===== src/rtl/pong_score_keeper.sv =====
// Rally/score controller: sequences serve, rally, post-point pause and game over; keeps both scores.
// All outputs registered; point pulse to score is 1 clk, pause to ball_release is PAUSE_MS ticks + 1 clk.
module pong_score_keeper #(
    parameter int WIN_SCORE = 9,
    parameter int PAUSE_MS  = 1000,
    parameter int CNT_W     = 10
) (
    input  logic       clk,
    input  logic       reset,
    input  logic       tick_1ms,
    input  logic       start,
    input  logic       p1_point,
    input  logic       p2_point,
    output logic [3:0] p1_score,
    output logic [3:0] p2_score,
    output logic       ball_release,
    output logic       serve_side,
    output logic       in_play,
    output logic       game_over,
    output logic [1:0] winner
);

    typedef enum logic [2:0] {
        IDLE,
        SERVE,
        RALLY,
        POINT_PAUSE,
        GAME_OVER
    } state_t;

    localparam logic [3:0]       WIN        = 4'(WIN_SCORE);
    localparam logic [CNT_W-1:0] PAUSE_LAST = CNT_W'(PAUSE_MS);

    state_t           state_q, state_d;
    logic             start_q;
    logic             start_rise;
    logic [3:0]       p1_q, p1_d, p2_q, p2_d;
    logic [3:0]       p1_inc, p2_inc;
    logic             side_q, side_d;
    logic [1:0]       win_q, win_d;
    logic [CNT_W-1:0] cnt_q, cnt_d;
    logic             ball_release_q, in_play_q, game_over_q;

    assign start_rise = start & ~start_q;
    assign p1_inc     = p1_q + 4'd1;
    assign p2_inc     = p2_q + 4'd1;

    always_comb begin
        state_d = state_q;
        p1_d    = p1_q;
        p2_d    = p2_q;
        side_d  = side_q;
        win_d   = win_q;
        cnt_d   = cnt_q;
        case (state_q)
            IDLE: begin
                p1_d = 4'd0;
                p2_d = 4'd0;
                if (start_rise) begin
                    state_d = SERVE;
                end
            end
            SERVE: begin
                state_d = RALLY;
            end
            RALLY: begin
                // simultaneous points are a let: replay the serve without scoring
                if (p1_point && p2_point) begin
                    state_d = POINT_PAUSE;
                    cnt_d   = '0;
                end else if (p1_point) begin
                    p1_d   = p1_inc;
                    side_d = 1'b1;
                    if (p1_inc == WIN) begin
                        state_d = GAME_OVER;
                        win_d   = 2'b01;
                    end else begin
                        state_d = POINT_PAUSE;
                        cnt_d   = '0;
                    end
                end else if (p2_point) begin
                    p2_d   = p2_inc;
                    side_d = 1'b0;
                    if (p2_inc == WIN) begin
                        state_d = GAME_OVER;
                        win_d   = 2'b10;
                    end else begin
                        state_d = POINT_PAUSE;
                        cnt_d   = '0;
                    end
                end
            end
            POINT_PAUSE: begin
                if (tick_1ms) begin
                    cnt_d = cnt_q + CNT_W'(1);
                    if (cnt_d == PAUSE_LAST) begin
                        state_d = SERVE;
                    end
                end
            end
            GAME_OVER: begin
                if (start_rise) begin
                    p1_d    = 4'd0;
                    p2_d    = 4'd0;
                    win_d   = 2'b00;
                    side_d  = 1'b0;
                    state_d = SERVE;
                end
            end
            default: begin
                state_d = IDLE;
            end
        endcase
    end

    // Status flags are decoded from the next state so they line up with the state register.
    always_ff @(posedge clk) begin
        if (!reset) begin
            state_q        <= IDLE;
            start_q        <= 1'b0;
            p1_q           <= 4'd0;
            p2_q           <= 4'd0;
            side_q         <= 1'b0;
            win_q          <= 2'b00;
            cnt_q          <= '0;
            ball_release_q <= 1'b0;
            in_play_q      <= 1'b0;
            game_over_q    <= 1'b0;
        end else begin
            state_q        <= state_d;
            start_q        <= start;
            p1_q           <= p1_d;
            p2_q           <= p2_d;
            side_q         <= side_d;
            win_q          <= win_d;
            cnt_q          <= cnt_d;
            ball_release_q <= (state_d == SERVE);
            in_play_q      <= (state_d == RALLY);
            game_over_q    <= (state_d == GAME_OVER);
        end
    end

    assign p1_score     = p1_q;
    assign p2_score     = p2_q;
    assign ball_release = ball_release_q;
    assign serve_side   = side_q;
    assign in_play      = in_play_q;
    assign game_over    = game_over_q;
    assign winner       = win_q;

endmodule


===== config.mk =====
export PLATFORM = sky130hd
export DESIGN_NAME = pong_score_keeper
export DESIGN_NICKNAME = d
export VERILOG_FILES = /design/src/rtl/pong_score_keeper.sv
export SDC_FILE = /design/constraint.sdc
export NUM_CORES = 1
export LEC_CHECK = 0
export CELL_PAD_IN_SITES_DETAIL_PLACEMENT = 1
export CELL_PAD_IN_SITES_GLOBAL_PLACEMENT = 1
export CORE_ASPECT_RATIO = 0.8
export CORE_MARGIN = 3
export CORE_UTILIZATION = 40
export CTS_CLUSTER_DIAMETER = 200
export DETAILED_ROUTE_END_ITERATION = 8
export GPL_TIMING_DRIVEN = 0
export PLACE_DENSITY = 0.88
export SYNTH_ARGS = -nofsm -noshare
export SYNTH_HDL_FRONTEND = slang
export SYNTH_SLANG_ARGS = --single-unit
export TNS_END_PERCENT = 1

===== constraint.sdc =====
create_clock -name clk -period 2.21 [get_ports clk]
set_input_delay 0.442 -clock clk [delete_from_list [all_inputs] [get_ports clk]]
set_output_delay 0.442 -clock clk [all_outputs]
set_load 0.02 [all_outputs]

# After elaboration in Yosys (flattened, before gate mapping)
# Index checks and enable logic that the tools add are counted.
# Widths: inputs -> output; s select.
[totals]
reg_bits = 28
in_bits = 6
out_inout_bits = 14
elab_cells = 84
[op_classes]
n_addsub = 3
eq_ne = 22
mux = 36
n_bitwise = 2
n_reduce_logical = 11
[ops]
columns = ["operator", "n"]
rows = [
  ["$mux 10", 6],
  ["$mux 3", 8],
  ["$mux 4", 6],
  ["$pmux 4 s3", 2],
  ["$pmux 10 s2", 1],
  ["$mux 2", 6],
  ["$ne 2x2->1 const B", 6],
  ["$ne 4x4->1 const B", 3],
  ["$pmux 3 s4", 1],
  ["$add 10x1->10 const B", 1],
  ["$eq 10x10->1 const B", 1],
  ["$reduce_and 5->1", 2],
  ["$eq 3x2->1 const B", 3],
  ["$ne 3x3->1 const B", 3],
  ["$add 4x1->4 const B", 2],
  ["$eq 4x4->1 const B", 2],
  ["$reduce_and 4->1", 2],
  ["$eq 3x1->1 const B", 2],
  ["$eq 3x3->1 const B", 2],
  ["$reduce_and 6->1", 1],
  ["$mux 1", 4],
  ["$pmux 2 s2", 1],
  ["$reduce_bool 2->1", 2],
  ["$logic_not 3->1", 1],
  ["other kinds (6)", 6],
]

# Depth between registers and ports, before layout
# Gate-level depths: netlist (run 1).
[depth]
ltp_word = 8
mapped_depth = 9
depth_no_buf = 8

# Worst setup path before layout (run 1)
# Ideal clock, no wire load.
[synth_timing]
path_type = "register to register"
startpoint = "register p2_q[0] (netlist: p2_score[0])"
endpoint = "register state_q[1]"
setup_ps = 115
t_arrival_ps = 1653
t_required_ps = 2095
path_slack_ps = 442
stages_incl_launch_ff = 8
n_path_buf = 0
cell_sequence = "dfxtp_1 -> ha_1 -> nand2_1 -> a2111oi_2 -> o21bai_2 -> o2bb2ai_2 -> o211ai_1 -> and2_1"
[synth_between]
elab_chain_len = 7
[synth_rtl]
columns = ["element", "line", "rtl"]
rows = [
  ["start, declared", "37", "logic [3:0] p1_q, p1_d, p2_q, p2_d;"],
  ["start signal, assigned", "133", "p2_q <= p2_d;"],
  ["$add 4x1->4", "46", "assign p2_inc = p2_q + 4'd1;"],
  ["$eq 4x4->1", "84", "if (p2_inc == WIN) begin"],
  ["$mux 3", "84", ""],
  ["$mux 3", "81", "end else if (p2_point) begin"],
  ["$mux 3", "71", "end else if (p1_point) begin"],
  ["$mux 3", "68", "if (p1_point && p2_point) begin"],
  ["$pmux 3 s4", "55", "case (state_q)"],
  ["end signal, assigned", "130", "state_q <= state_d;"],
  ["end, declared", "34", "state_t state_q, state_d;"],
]
# Every way passes these cells.
# A chain may end at the register's enable or synchronous reset.

# Worst setup path after layout (run 1)
[layout_timing]
startpoint = "input p1_point"
endpoint = "register p2_q[2] (netlist: p2_score[2])"
[layout_between]
elab_chain_len = 3
elab_cells_between_ends = 4
classes_between = "eq/ne (2); reduce/logical (2)"
[layout_rtl]
columns = ["element", "line", "rtl"]
rows = [
  ["start, declared", "12", "input logic p1_point,"],
  ["$logic_and 1x1->1", "68", ""],
  ["$ne 2x2->1 (no line)", "n/a", ""],
  ["$reduce_and 5->1 (no line) *", "n/a", ""],
]
# Every way passes the cells marked *; elsewhere a longest branch is shown, timed or not.

==> impl_metrics.tcl, run 1 <==
set metrics [dict create \
    rows 20 \
    port_buffers 19 \
    first_global_vias 1564 \
    max_freq_mhz 499.4 \
    yosys.cell_types.count 46 \
    p_int_w 0.0008463 \
    cp_max_fo 6 \
    cts_setup_buffers 0 \
    p_per_area_nw_per_um2 599.5 \
    fin_crit_sh_pct 90.61 \
    worstSkewPairLatency_ns 0.28 \
    utilization_pct 51.16 \
    worstMarginPinSlew_ns 0.5568 \
    ant_nets 0 \
    worstHoldPathCells 2 \
    dpl.hpwl_um 3295 \
    final.min_clock_period_ns 2.002 \
    min-delay-path-class "flip-flop to flip-flop" \
    ff2ff_setup_slack_ns 0.28 \
    grt_start_max_net_pins 17 \
    antenna_found_initial 0 \
    worstSetupEndpointType "flip-flop" \
    cts.htree.levels 1 \
    dpl.cell_count 288 \
    slew_headroom_pct 62.88 \
    cts_buffers 3 \
    syn_nets 225 \
    async_reset_ff_share_pct 0 \
    p_sw_share_pct 28.86 \
    dr.pass1.iters 4 \
    hold_slack_ns 0.4902 \
    drtIter0Drc 70 \
    combPwrFrac_pct 19.2 \
    status "finished, final reports clean" \
    grt_first_pass_wirelength_um 7527 \
    fill_cells 506 \
    antenna_cells 0 \
    drive_gt1_share_pct 7.173 \
    via_count 1625 \
    final_nets 249 \
    ctsResizeCount 0 \
    gp_congestion 0.8335 \
    globalRouteTotalUtil_pct 18.59 \
    yosysTopAreaCellShare_pct 33.89 \
    start_util_pct 42.65 \
    wire_per_inst_um 15.29 \
    cp.required_ns 2.42 \
    fp.dieW_um 77.90 \
    synth_edf_count 0 \
    timing.setup.tns_ns 0 \
    worstRegToRegCells 8 \
    overflow 0 \
    hp-start "winner[1]" \
    postPlaceCellArea_um2 1913 \
    ios 20 \
    die_h_um 63.52 \
    p_sw_w 0.0003433 \
    cts_buffer_depth 2 \
    pwr-share-clk_pct 35.0 \
    synth_top_flop_cell "dfxtp_1" \
    viasPerCell 5.565 \
    seq_area_um2 560.5 \
    cts_tree "done" \
    crit_path_start_kind "input pin" \
    ys_seq_area_share_pct 33.89 \
    syn_to_final_growth_pct 19.97 \
    synth_area_leaders "dfxtp_1 34%, a21oi_1 7.6%, nand2_1 5.0%" \
    p_leak_nw 0.6867 \
    drv_slew 0 \
    clockRootBuffer "clkbuf_8" \
    core_um2 3879 \
    setup_viol 0 \
    timing.rr.start "p2_score[0]" \
    final_cells 292 \
    rsz0062_at_grt "false" \
    fin_worst_skew_ns 0.003158 \
    clk_pin_slew_worst_paths_ns 0.10 \
    hold_viol_final 0 \
    ir_drop_uv 324.1 \
    rr_endpoint "in_play" \
    yosys_warnings 0 \
    multi_input_area_um2 1015 \
    synthTopCellsByCount "28 x dfxtp_1, 25 x a21oi_1, 22 x nand2_1" \
    cts-hold-fix-buffers 0 \
    synth_cells 214 \
    ys_ff_latch 28 \
    clock-sinks 28 \
    crit_type "input pin to flip-flop" \
    syn-cell-area_um2 1654 \
    arrival_ns 2.22 \
    drc 0 \
    maxCapViolCount 0 \
    synth_top_cell_by_area "dfxtp_1" \
    fin_area_um2 1984 \
    drt_wl_total_um 4466 \
    pwr-share-seq_pct 45.8 \
    timing.hold.worst_endpoint "winner[1]" \
    die_area_um2 4948 \
    synth.most_common_cell "dfxtp_1" \
    synthesis.area_per_instance_um2 7.729 \
]
[cell families after synthesis]
group	count (synthesis)	share of synthesized area (%)
simple gates	90	28.67
compound gates	69	26.40
flops	28	33.89
buf+inv	18	4.765
fa+ha+maj	5	3.782
mux	4	2.496
[final cells by class]
cell class	instances	share of cell area [%]
timing repair buffer	19	9.584
sequential	28	28.25
clock buffer	3	2.081
multi-input combinational	168	51.13
tap	55	3.468
buffer	8	2.081
clock inverter	1	1.513
inverter	10	1.892
[metrics by stage]
stage | setup slack, ns | power (W)
2_1_floorplan | 0.4422 | 0.0006950
3_3_place_gp | -0.04677 | 0.0007768
3_5_place_dp | -0.08225 | 0.0007832
4_1_cts | 0.2075 | 0.001194
5_1_grt | 0.04488 | 0.001246
6_report | 0.2076 | 0.001190
[critical path, cell delays in order]
cell	delay (ns)
clkdlybuf4s50_1	0.52
nand2b_1	0.22
nor2_1	0.15
o21ai_1	0.16
nand2b_1	0.20
or3b_1	0.39
a21oi_1	0.14
[power by group through the flow]
stage               combinational [W]  clock, W  sequential [W]
finish                       0.000229  0.000416        0.000545
global route                 0.000253  0.000445        0.000548
CTS                          0.000228  0.000421        0.000545
detailed placement           0.000227         0        0.000556
global placement             0.000221         0        0.000555
floorplan                    0.000129         0        0.000565
[per-layer routing]
metal	track usage (%)	vias up	part of all wire [%]
met5	0	-	0
met2	30.24	28	45
met1	26.15	780	51
met4	3.275	0	1.0
met3	3.000	4	3.2
li1	-	813	-
[placed cells by master (no fill, tap or decap), types with 2 or more instances in the layout]
cell type        netlist  final
dfxtp_1               28     28
a21oi_1               25     25
nand2_1               22     22
clkdlybuf4s50_1        0     19
nor2_1                18     18
o21ai_1               14     14
inv_1                  8      8
o21ai_0                8      8
nand3_1                8      8
nand2b_1               7      7
nor3_1                 7      7
ha_1                   5      5
clkbuf_1               4      4
and3_1                 4      4
and2_1                 4      4
a21oi_2                3      3
nor2b_1                3      3
buf_2                  3      3
mux2i_1                3      3
nand3b_1               3      3
o211ai_1               3      3
and4_1                 3      3
clkbuf_8               0      3
o2111ai_1              2      2
or3_1                  2      2
nor3b_1                2      2
a21bo_1                2      2
a21o_1                 2      2
nand4_1                2      2
[flip-flops by register name, indices dropped and copies added, names as in the netlist]
register / cells
ball_release: 1
cnt_q: 10
game_over: 1
in_play: 1
p1_score: 4
p2_score: 4
serve_side: 1
start_q: 1
state_q: 3
winner: 2
[worst max-delay path by stage]
stage                      from     endpoint  slack [ns]  depth (start not counted)
floorplan           p2_score[0]   state_q[1]        0.44                          7
global placement       p1_point  p2_score[2]       -0.05                          7
detailed placement     p1_point  p2_score[2]       -0.08                          7
CTS                    p1_point  p2_score[2]        0.21                          7
global route           p1_point  p2_score[2]        0.04                          7
finish                 p1_point  p2_score[2]        0.21                          7
(Power assumes the default switching activity.)
==> run 2, diff against run 1 <==
--- a/config.mk
+++ b/config.mk
@@ -8,12 +8,14 @@
 export CELL_PAD_IN_SITES_DETAIL_PLACEMENT = 1
 export CELL_PAD_IN_SITES_GLOBAL_PLACEMENT = 1
 export CORE_ASPECT_RATIO = 0.8
-export CORE_MARGIN = 3
-export CORE_UTILIZATION = 40
+export CORE_MARGIN = 2
+export CORE_UTILIZATION = 42
+export CTS_BUF_LIST = sky130_fd_sc_hd__clkbuf_8
 export CTS_CLUSTER_DIAMETER = 200
 export DETAILED_ROUTE_END_ITERATION = 8
 export GPL_TIMING_DRIVEN = 0
-export PLACE_DENSITY = 0.88
+export PLACE_DENSITY = 0.91
+export SLEW_MARGIN = 20
 export SYNTH_ARGS = -nofsm -noshare
 export SYNTH_HDL_FRONTEND = slang
 export SYNTH_SLANG_ARGS = --single-unit
==> run 2 against run 1 <==
Against the previous run: register-to-register slack gained 0.03 ns; combinational power hardly changed; critical path depth did not move; die area is 9.9% lower; global-route usage up 4.6 points; power about the same.
==> impl_metrics.tcl, run 2 (synthesis results as in run 1) <==
set metrics [dict create \
    rsz0062_at_grt "false" \
    dpl.hpwl_um 3383 \
    worstSkewPairLatency_ns 0.28 \
    start_util_pct 43.77 \
    fin_worst_skew_ns 0.005153 \
    cts_buffers 3 \
    status "finished, final reports clean" \
    p_sw_share_pct 28.91 \
    ir_drop_uv 470.8 \
    cts_setup_buffers 0 \
    cts-hold-fix-buffers 0 \
    pwr-share-seq_pct 45.8 \
    globalRouteTotalUtil_pct 23.19 \
    final_cell_mix "28 x dfxtp_1, 25 x a21oi_1, 22 x nand2_1, 19 x clkdlybuf4s50_1, 18 x nor2_1" \
    crit_path_start_kind "input pin" \
    combPwrFrac_pct 19.5 \
    critPathLaunch "p1_point" \
    worstSetupEndpointType "flip-flop" \
    wire_per_inst_um 15.95 \
    ant_nets 0 \
    top_register "cnt_q" \
    cp_max_fo 6 \
    final_nets 249 \
    min-delay-path-class "flip-flop to flip-flop" \
    clock-sinks 28 \
    drtIter0Drc 79 \
    die_h_um 60.13 \
    grt_use_met2_pct 37.63 \
    grt_start_max_net_pins 17 \
    core_um2 3779 \
    clockRootBuffer "clkbuf_8" \
    cts.htree.levels 1 \
    grt_first_pass_wirelength_um 7935 \
    maxCapViolCount 0 \
    hold_viol_final 0 \
    gp_congestion 0.8353 \
    rows 20 \
    fp.dieW_um 74.17 \
    fill_cells 468 \
    port_buffers 19 \
    p_sw_w 0.0003439 \
    final_cells 292 \
    max_freq_mhz 496.6 \
    syn_to_final_growth_pct 19.97 \
    drive_gt1_share_pct 7.173 \
    cts_buffer_depth 2 \
    final.min_clock_period_ns 2.014 \
    first_global_vias 1637 \
    fin_crit_sh_pct 91.13 \
    via_count 1648 \
    drt_wl_total_um 4658 \
    setup_viol 0 \
    largest_reg_flops 10 \
    drc 0 \
    antenna_cells 0 \
    antenna_found_initial 0 \
    p_per_area_nw_per_um2 599.6 \
    crit_type "input pin to flip-flop" \
    final_common_cell "dfxtp_1" \
    slew_headroom_pct 64.88 \
    die_area_um2 4460 \
    arrival_ns 2.23 \
    ios 20 \
    hold_slack_ns 0.5139 \
    viasPerCell 5.644 \
    worstMarginPinSlew_ns 0.5268 \
    cts_tree "done" \
    cp.required_ns 2.43 \
    ctsResizeCount 0 \
    clk_pin_slew_worst_paths_ns 0.10 \
    p_leak_nw 0.6867 \
    met3_usage_pct 3.879 \
    p_int_w 0.0008459 \
    drv_slew 0 \
    hp-start "serve_side" \
    overflow 0 \
    pwr-share-clk_pct 34.7 \
    finalPower_w 0.001190 \
    dpl.cell_count 288 \
    grt_use_met1_pct 32.45 \
    busiest_layer "met2" \
    timing.rr.start "cnt_q[0]" \
    dr.pass1.iters 4 \
]
run 2: cell counts in the layout (fill, tap and decap cells not counted):
No cell type changed its count.
run 2: worst paths after layout:
check | end | slack [ns] | cells past startpoint
worst max-delay path | p2_score[2] | 0.20 | 7
worst min-delay path | serve_side | 0.51 | 2
worst max register to register | in_play | 0.31 | 7
worst min register to register | serve_side | 0.51 | 2
run 2: per-layer routing:
| metal | vias up | share of wire (%) | wire, um |
|---|---|---|---|
| met5 | - | 0 | 0 |
| met4 | 0 | 0.58 | 27 |
| met3 | 2 | 2.9 | 136 |
| met2 | 26 | 46 | 2162 |
| met1 | 799 | 50 | 2331 |
| li1 | 821 | - | - |
run 2: power by group through the flow:
stage	sequential (W)	clock, W	combinational (W)
4_1_cts	0.000545	0.000417	0.000230
5_1_grt	0.000549	0.000444	0.000253
6_report	0.000545	0.000413	0.000231
3_3_place_gp	0.000556	0	0.000220
2_1_floorplan	0.000565	0	0.000129
3_5_place_dp	0.000556	0	0.000229
run 2: metrics by stage:
| stage | setup TNS, ns | setup WS (ns) | utilization [%] | area [um2] |
|---|---|---|---|---|
| finish | 0 | 0.1961 | 52.52 | 1984 |
| global route | 0 | 0.06908 | 52.52 | 1984 |
| CTS | 0 | 0.1981 | 52.52 | 1984 |
| detailed placement | -0.1513 | -0.07093 | 50.63 | 1913 |
| global placement | -0.04719 | -0.03732 | 50.63 | 1913 |
| floorplan | 0 | 0.4422 | - | 1654 |
run 2: cell type report:
class / count / area, um2 / area share, %
sequential: 28 / 560.5 / 28.25
multi-input combinational: 168 / 1015 / 51.13
inverter: 10 / 37.54 / 1.892
tap: 55 / 68.82 / 3.468
clock buffer: 3 / 41.29 / 2.081
buffer: 8 / 41.29 / 2.081
clock inverter: 1 / 30.03 / 1.513
timing repair buffer: 19 / 190.2 / 9.584
run 2: critical path, cell delays in order:
cell             delay, ns
clkdlybuf4s50_1       0.53
nand2b_1              0.23
nor2_1                0.15
o21ai_1               0.16
nand2b_1              0.21
or3b_1                0.38
a21oi_1               0.13
